File: src/rtl/clock_switch_pkg.sv
// Shared types and helpers for the glitch-free divided-clock switch.
// Ratios below MIN_DIV are forced up so every period has a high and a low phase.
package clock_switch_pkg;

    typedef enum logic [1:0] {
        StIdle,
        StRun,
        StPend,
        StPark
    } sw_state_e;

    localparam int unsigned MIN_DIV = 2;

    function automatic logic [31:0] clamp_div(input logic [31:0] n);
        return (n < MIN_DIV) ? MIN_DIV : n;
    endfunction

    // Odd ratios put the extra cycle in the low phase.
    function automatic logic [31:0] half_div(input logic [31:0] n);
        return n >> 1;
    endfunction

endpackage

File: src/rtl/div_phase_counter.sv
// Phase counter for one divided-clock period plus the registered high flag that forms clk_out.
// hold freezes the phase and forces the output low; load restarts the phase at 0.
module div_phase_counter #(
    parameter int unsigned CNT_W = 8
) (
    input  logic             clk,
    input  logic             rst,
    input  logic [CNT_W-1:0] ratio,
    input  logic             load,
    input  logic             hold,
    output logic [CNT_W-1:0] count,
    output logic             boundary,
    output logic             high
);
    import clock_switch_pkg::*;

    logic [CNT_W-1:0] count_q;
    logic [CNT_W-1:0] half;
    logic             high_q;

    assign half     = CNT_W'(half_div(32'(ratio)));
    assign boundary = (count_q == ratio - CNT_W'(1));

    always_ff @(posedge clk) begin
        if (!rst) begin
            count_q <= '0;
            high_q  <= 1'b0;
        end else if (load) begin
            count_q <= '0;
            high_q  <= 1'b0;
        end else if (hold) begin
            high_q  <= 1'b0;
        end else begin
            high_q  <= (count_q < half);
            count_q <= boundary ? '0 : count_q + CNT_W'(1);
        end
    end

    assign count = count_q;
    assign high  = high_q;

endmodule

File: src/rtl/clock_div_switch.sv
// Glitch-free switch between NUM_SEL programmable divide ratios of clk.
// Switches take effect only at a period boundary, followed by DEAD_CYC forced-low cycles.
module clock_div_switch
    import clock_switch_pkg::*;
#(
    parameter int unsigned NUM_SEL  = 4,
    parameter int unsigned CNT_W    = 8,
    parameter int unsigned DEAD_CYC = 2
) (
    input  logic                       clk,
    input  logic                       rst,
    input  logic [NUM_SEL*CNT_W-1:0]   div_tab,
    input  logic                       en,
    input  logic                       sw_req,
    input  logic [$clog2(NUM_SEL)-1:0] sw_sel,
    output logic                       clk_out,
    output logic                       clk_en,
    output logic [$clog2(NUM_SEL)-1:0] cur_sel,
    output logic                       busy,
    output logic                       sw_done,
    output logic                       sw_drop
);

    localparam int unsigned SEL_W  = $clog2(NUM_SEL);
    localparam int unsigned DEAD_W = (DEAD_CYC > 1) ? $clog2(DEAD_CYC) : 1;
    localparam logic [DEAD_W-1:0] DEAD_INIT = (DEAD_CYC > 0) ? DEAD_W'(DEAD_CYC - 1) : '0;

    sw_state_e         state_q;
    logic [SEL_W-1:0]  cur_sel_q;
    logic [SEL_W-1:0]  tgt_q;
    logic [CNT_W-1:0]  ratio_q;
    logic [DEAD_W-1:0] dead_q;
    logic              busy_q;
    logic              sw_done_q;
    logic              sw_drop_q;
    logic              clk_en_q;

    logic [CNT_W-1:0]  tab_ratio [NUM_SEL];
    logic [CNT_W-1:0]  count;
    logic              boundary;
    logic              run_phase;
    logic              complete;

    for (genvar i = 0; i < NUM_SEL; i++) begin : g_tab
        assign tab_ratio[i] = CNT_W'(clamp_div(32'(div_tab[i*CNT_W +: CNT_W])));
    end

    assign run_phase = (state_q == StRun) || (state_q == StPend);
    // With no dead time the pending switch lands directly on the boundary.
    assign complete  = ((state_q == StPend) && boundary && (DEAD_CYC == 0)) ||
                       ((state_q == StPark) && (dead_q == '0));

    div_phase_counter #(
        .CNT_W    (CNT_W)
    ) u_phase (
        .clk      (clk),
        .rst      (rst),
        .ratio    (ratio_q),
        .load     (complete),
        .hold     (!run_phase),
        .count    (count),
        .boundary (boundary),
        .high     (clk_out)
    );

    always_ff @(posedge clk) begin
        if (!rst) begin
            state_q   <= StRun;
            cur_sel_q <= '0;
            tgt_q     <= '0;
            ratio_q   <= tab_ratio[0];
            dead_q    <= '0;
            busy_q    <= 1'b0;
            sw_done_q <= 1'b0;
            sw_drop_q <= 1'b0;
            clk_en_q  <= 1'b0;
        end else begin
            sw_done_q <= 1'b0;
            sw_drop_q <= 1'b0;
            clk_en_q  <= run_phase && (count == '0);

            unique case (state_q)
                StIdle: begin
                    if (sw_req) begin
                        sw_done_q <= 1'b1;
                        if (sw_sel != cur_sel_q) begin
                            cur_sel_q <= sw_sel;
                            ratio_q   <= tab_ratio[sw_sel];
                        end
                    end
                    if (en) begin
                        state_q <= StRun;
                    end
                end
                StRun: begin
                    if (sw_req && (sw_sel != cur_sel_q)) begin
                        tgt_q   <= sw_sel;
                        busy_q  <= 1'b1;
                        state_q <= StPend;
                    end else begin
                        if (sw_req) begin
                            sw_done_q <= 1'b1;
                        end
                        if (boundary && !en) begin
                            state_q <= StIdle;
                        end
                    end
                end
                StPend: begin
                    if (sw_req) begin
                        sw_drop_q <= 1'b1;
                    end
                    if (boundary && !complete) begin
                        state_q <= StPark;
                        dead_q  <= DEAD_INIT;
                    end
                end
                StPark: begin
                    if (sw_req) begin
                        sw_drop_q <= 1'b1;
                    end
                    if (!complete) begin
                        dead_q <= dead_q - DEAD_W'(1);
                    end
                end
                default: state_q <= StRun;
            endcase

            if (complete) begin
                cur_sel_q <= tgt_q;
                ratio_q   <= tab_ratio[tgt_q];
                sw_done_q <= 1'b1;
                busy_q    <= 1'b0;
                state_q   <= en ? StRun : StIdle;
            end
        end
    end

    assign clk_en  = clk_en_q;
    assign cur_sel = cur_sel_q;
    assign busy    = busy_q;
    assign sw_done = sw_done_q;
    assign sw_drop = sw_drop_q;

endmodule
File: config.mk
export PLATFORM = sky130hd
export DESIGN_NAME = clock_div_switch
export DESIGN_NICKNAME = d
export VERILOG_FILES = /design/src/rtl/clock_switch_pkg.sv /design/src/rtl/div_phase_counter.sv /design/src/rtl/clock_div_switch.sv
export SDC_FILE = /design/constraint.sdc
export NUM_CORES = 1
export LEC_CHECK = 0
export ABC_AREA = 1
export BUFFER_PORTS_ARGS = -buffer_cell sky130_fd_sc_hd__clkbuf_2
export CAP_MARGIN = 10
export CORE_MARGIN = 4
export CORE_UTILIZATION = 56
export DETAILED_ROUTE_END_ITERATION = 16
export PLACE_DENSITY = 0.8
export SLEW_MARGIN = 10
export SYNTH_ARGS = -nofsm -noshare
export SYNTH_HDL_FRONTEND = slang
export SYNTH_SLANG_ARGS = --single-unit
export TNS_END_PERCENT = 20
File: constraint.sdc
create_clock -name clk -period 2.1 [get_ports clk]
set_input_delay 0.42 -clock clk [delete_from_list [all_inputs] [get_ports clk]]
set_output_delay 0.42 -clock clk [all_outputs]
set_load 0.03 [all_outputs]
==> PnR_summary.wiki <==
{| class="wikitable"
! Metric !! Value
|-
| Status || completed
|-
| CTS buffer count || 3
|-
| I/O Pins || 45
|-
| Synth cell types || 30
|-
| Synthesized instance count || 391
|-
| Worst-case headroom to the max-slew limit || 0.698
|-
| Initial antenna violation count || 0
|-
| Final wirelength || 6370 um
|-
| Leakage power || 1.38 nW
|-
| Skew-Pair Late Insertion Delay || 0.27 ns
|-
| Setup tns final || 0 ns
|-
| Clock buffer depth || 2
|-
| Share of synthesized area occupied by flip-flops and latches || 0.261
|-
| Aggregate global routing overflow || 0
|-
| Cell chain of the critical path || inv_1 -> ha_1 -> nand2_1 -> nor3_1 -> nand3_1 -> nor2_1 -> nand2_1 -> xor2_1 -> nor2_1
|-
| Clock sink total || 28
|-
| Number of warnings issued by yosys || 0
|-
| Count of maximum capacitance violations || 0
|-
| Post-CTS Hold Buffers || 0
|-
| Maximum number of pins on one net before global-route repair || 19
|-
| Number of levels the H-tree was split into || 1
|-
| Vias per cell || 5.53
|-
| Post-route minimum period || 1.89 ns
|-
| Endpoints failing setup || 0
|-
| Required arrival time at the worst endpoint || 2.31 ns
|-
| CP max-delay cell || sky130_fd_sc_hd__dfxtp_1
|-
| Row Count || 23
|-
| Peak fanout along the critical path || 5
|-
| Arrival time of data at the critical path endpoint || 2.11 ns
|-
| Highest clock rate || 0.529 GHz
|-
| Worst Setup Start Kind || flip-flop
|-
| Drt initial violations || 261
|-
| Full die area || 0.00551 mm^2
|-
| Die outline width || 74.3 um
|-
| Final routed DRC violation total || 0
|-
| Total standard cell area after synthesis || 0.00246 mm^2
|-
| Count of final max-slew check failures || 0
|-
| HPWL reported at the end of detailed placement || 5150 um
|-
| Transition at the pin with the smallest max-transition slack || 0.453 ns
|-
| Wire length of the first global-routing pass || 11000 um
|-
| Crit path capture type || flip-flop
|-
| Effective utilization at floorplan || 0.597
|-
| Via count of the first global-routing pass || 2478
|-
| Number of storage elements in the synthesis netlist || 28
|-
| Setup repair after global routing missed its margin || no
|-
| Dominant cells by area after synthesis || sky130_fd_sc_hd__dfxtp_1 (16%), sky130_fd_sc_hd__nand2_1 (10%), sky130_fd_sc_hd__edfxtp_1 (9.8%), sky130_fd_sc_hd__o21ai_0 (9.4%), sky130_fd_sc_hd__a21oi_1 (9.2%)
|-
| Clock transition at the register clock pins on the worst setup and hold paths after CTS || 0.09 ns
|-
| Syn_nets || 444
|-
| Share of the cycle needed by the critical path after routing || 0.901
|-
| Number of buffers inserted by port buffering || 44
|-
| Total track usage || 0.250
|-
| Startpoint-to-endpoint class of the critical path || flip-flop to flip-flop
|-
| TritonCTS clock tree || done
|-
| Number of nets in the finished design || 491
|-
| Via count || 2692
|-
| Die Y || 74.3 um
|-
| Cell Area, Placed || 0.00276 mm^2
|-
| Area Growth Syn to Fin || 14.7%
|-
| Ant. Diodes || 0
|-
| Area share of the largest cell type after synthesis || 0.163
|-
| Pwr Density || 953 mW/mm^2
|-
| Fin area || 0.00282 mm^2
|-
| Average wire length per cell after detail routing || 13.1 um
|-
| Min-delay worst type || input port to flip-flop
|-
| Final design utilization || 0.685
|-
| Area of the core || 0.00412 mm^2
|-
| Number of iterations in the first detailed-routing pass || 5
|-
| Routability Congestion || 0.928
|-
| Total power || 0.00269 W
|-
| Post-route antenna net violation count || 0
|-
| Library cell used as clock root buffer || sky130_fd_sc_hd__clkbuf_8
|-
| Post-Syn Area per Cell || 6.29 um^2
|-
| Hold violation count in the final report || 0
|-
| Peak per-stage delay on the critical path || 0.42 ns
|-
| Worst IR Drop VDD || 0.764 mV
|-
| Top cell type by total area after synthesis || sky130_fd_sc_hd__dfxtp_1
|-
| Fraction of final layout cells sized beyond drive strength 1 || 0.167
|-
| Clk_skew || 0.00587 ns
|}
[final timing paths]
path              startpoint          endpoint  slack (ns)  depth (start not counted)
setup / recovery  state_q[0]  u_phase.count[7]        0.21                          9
hold / removal        sw_req           sw_drop        0.40                          3
hold reg to reg         busy              busy        0.47                          2
setup reg to reg  state_q[0]  u_phase.count[7]        0.21                          9
[what timing repair did]
item                       4_1_cts  5_1_grt
buffers inserted                 0        1
setup endpoints to repair        0        8
resized for setup                0        2
[sequential cells by signal (all words and copies together), names as in the netlist, 2 cells and up]
signal	cells
ratio_q	8
state_q	2
tgt_q	2
cur_sel	2
u_phase.count	8
[where the power goes]
group          internal [W]  total (W)  leakage [nW]  switching, W
Sequential         0.000727   0.000903         0.245      0.000176
Combinational      0.000555    0.00149          1.11      0.000939
Clock              0.000131   0.000289        0.0231      0.000158
Total               0.00141    0.00269          1.38       0.00127
[per-layer routing]
layer / global-route usage / part of all wire
met2: 0.407 / 0.45
met4: 0.0474 / 0.011
met1: 0.361 / 0.47
met3: 0.0284 / 0.063
met5: 0 / 0
[layout by cell type (no fill, tap or decap), drive strengths merged]
master  synthesis  layout
nand2          68      68
inv            57      57
nor2           52      52
o21ai          47      47
clkbuf          8      47
a21oi          45      45
nand3          26      26
dfxtp          20      20
ha             15      15
buf             5      11
edfxtp          8       8
xor2            7       7
nor3            6       6
nand4           5       5
o211ai          4       4
xnor2           4       4
a31oi           4       4
nor4            3       3
clkinv          1       2
a211o           2       2
o21a            1       1
or2             1       1
a211oi          1       1
nor3b           1       1
[cell type report]
| type | instances | area [um^2] |
|---|---|---|
| Clock buffer | 3 | 41.3 |
| Clock inverter | 1 | 3.75 |
| Fill cell | 378 | 1300 |
| Inverter | 58 | 218 |
| Timing Repair Buffer | 55 | 303 |
| Tap cell | 50 | 62.6 |
| Multi-Input combinational cell | 292 | 1550 |
| Sequential cell | 28 | 641 |
[critical path: cells and delay by family, from the launching register on]
kind                       cells  cell delay, ns
xor gates and xnor gates       1            0.15
adders and majority gates      1            0.34
buffers and inverters          1            0.11
DFF                            1            0.42
and+or+nand+nor                6            0.83
[stage by stage]
step           hold slack [ns]  worst slack (ns)  std cells
6_report                 0.404             0.208        487
5_1_grt                  0.421            0.0393        487
3_3_place_gp             0.446             0.259        482
2_1_floorplan            0.475             0.344        391
4_1_cts                  0.405             0.174        486
3_5_place_dp             0.458             0.187        482
[synth_stat cells, drive strengths merged]
master and n:
a211o 2, a211oi 1, a21oi 45, a31oi 4, buf 5, clkbuf 8, clkinv 1, dfxtp 20
edfxtp 8, ha 15, inv 57, nand2 68, nand3 26, nand4 5, nor2 52, nor3 6
nor3b 1, nor4 3, o211ai 4, o21a 1, o21ai 47, or2 1, xnor2 4, xor2 7
[cells by family (layout without fill, tap and decap cells)]
family / count (synthesis) / count (layout) / share of synthesized area
buffers and inverters: 71 / 117 / 0.112
XOR/XNOR: 11 / 11 / 0.0392
flip-flops: 28 / 28 / 0.261
AO/OA/AOI/OAI: 104 / 104 / 0.227
adder cells (fa/ha/maj): 15 / 15 / 0.0763
AND/OR/NAND/NOR: 162 / 162 / 0.284
Note: power is estimated with default switching activity, not from simulation.
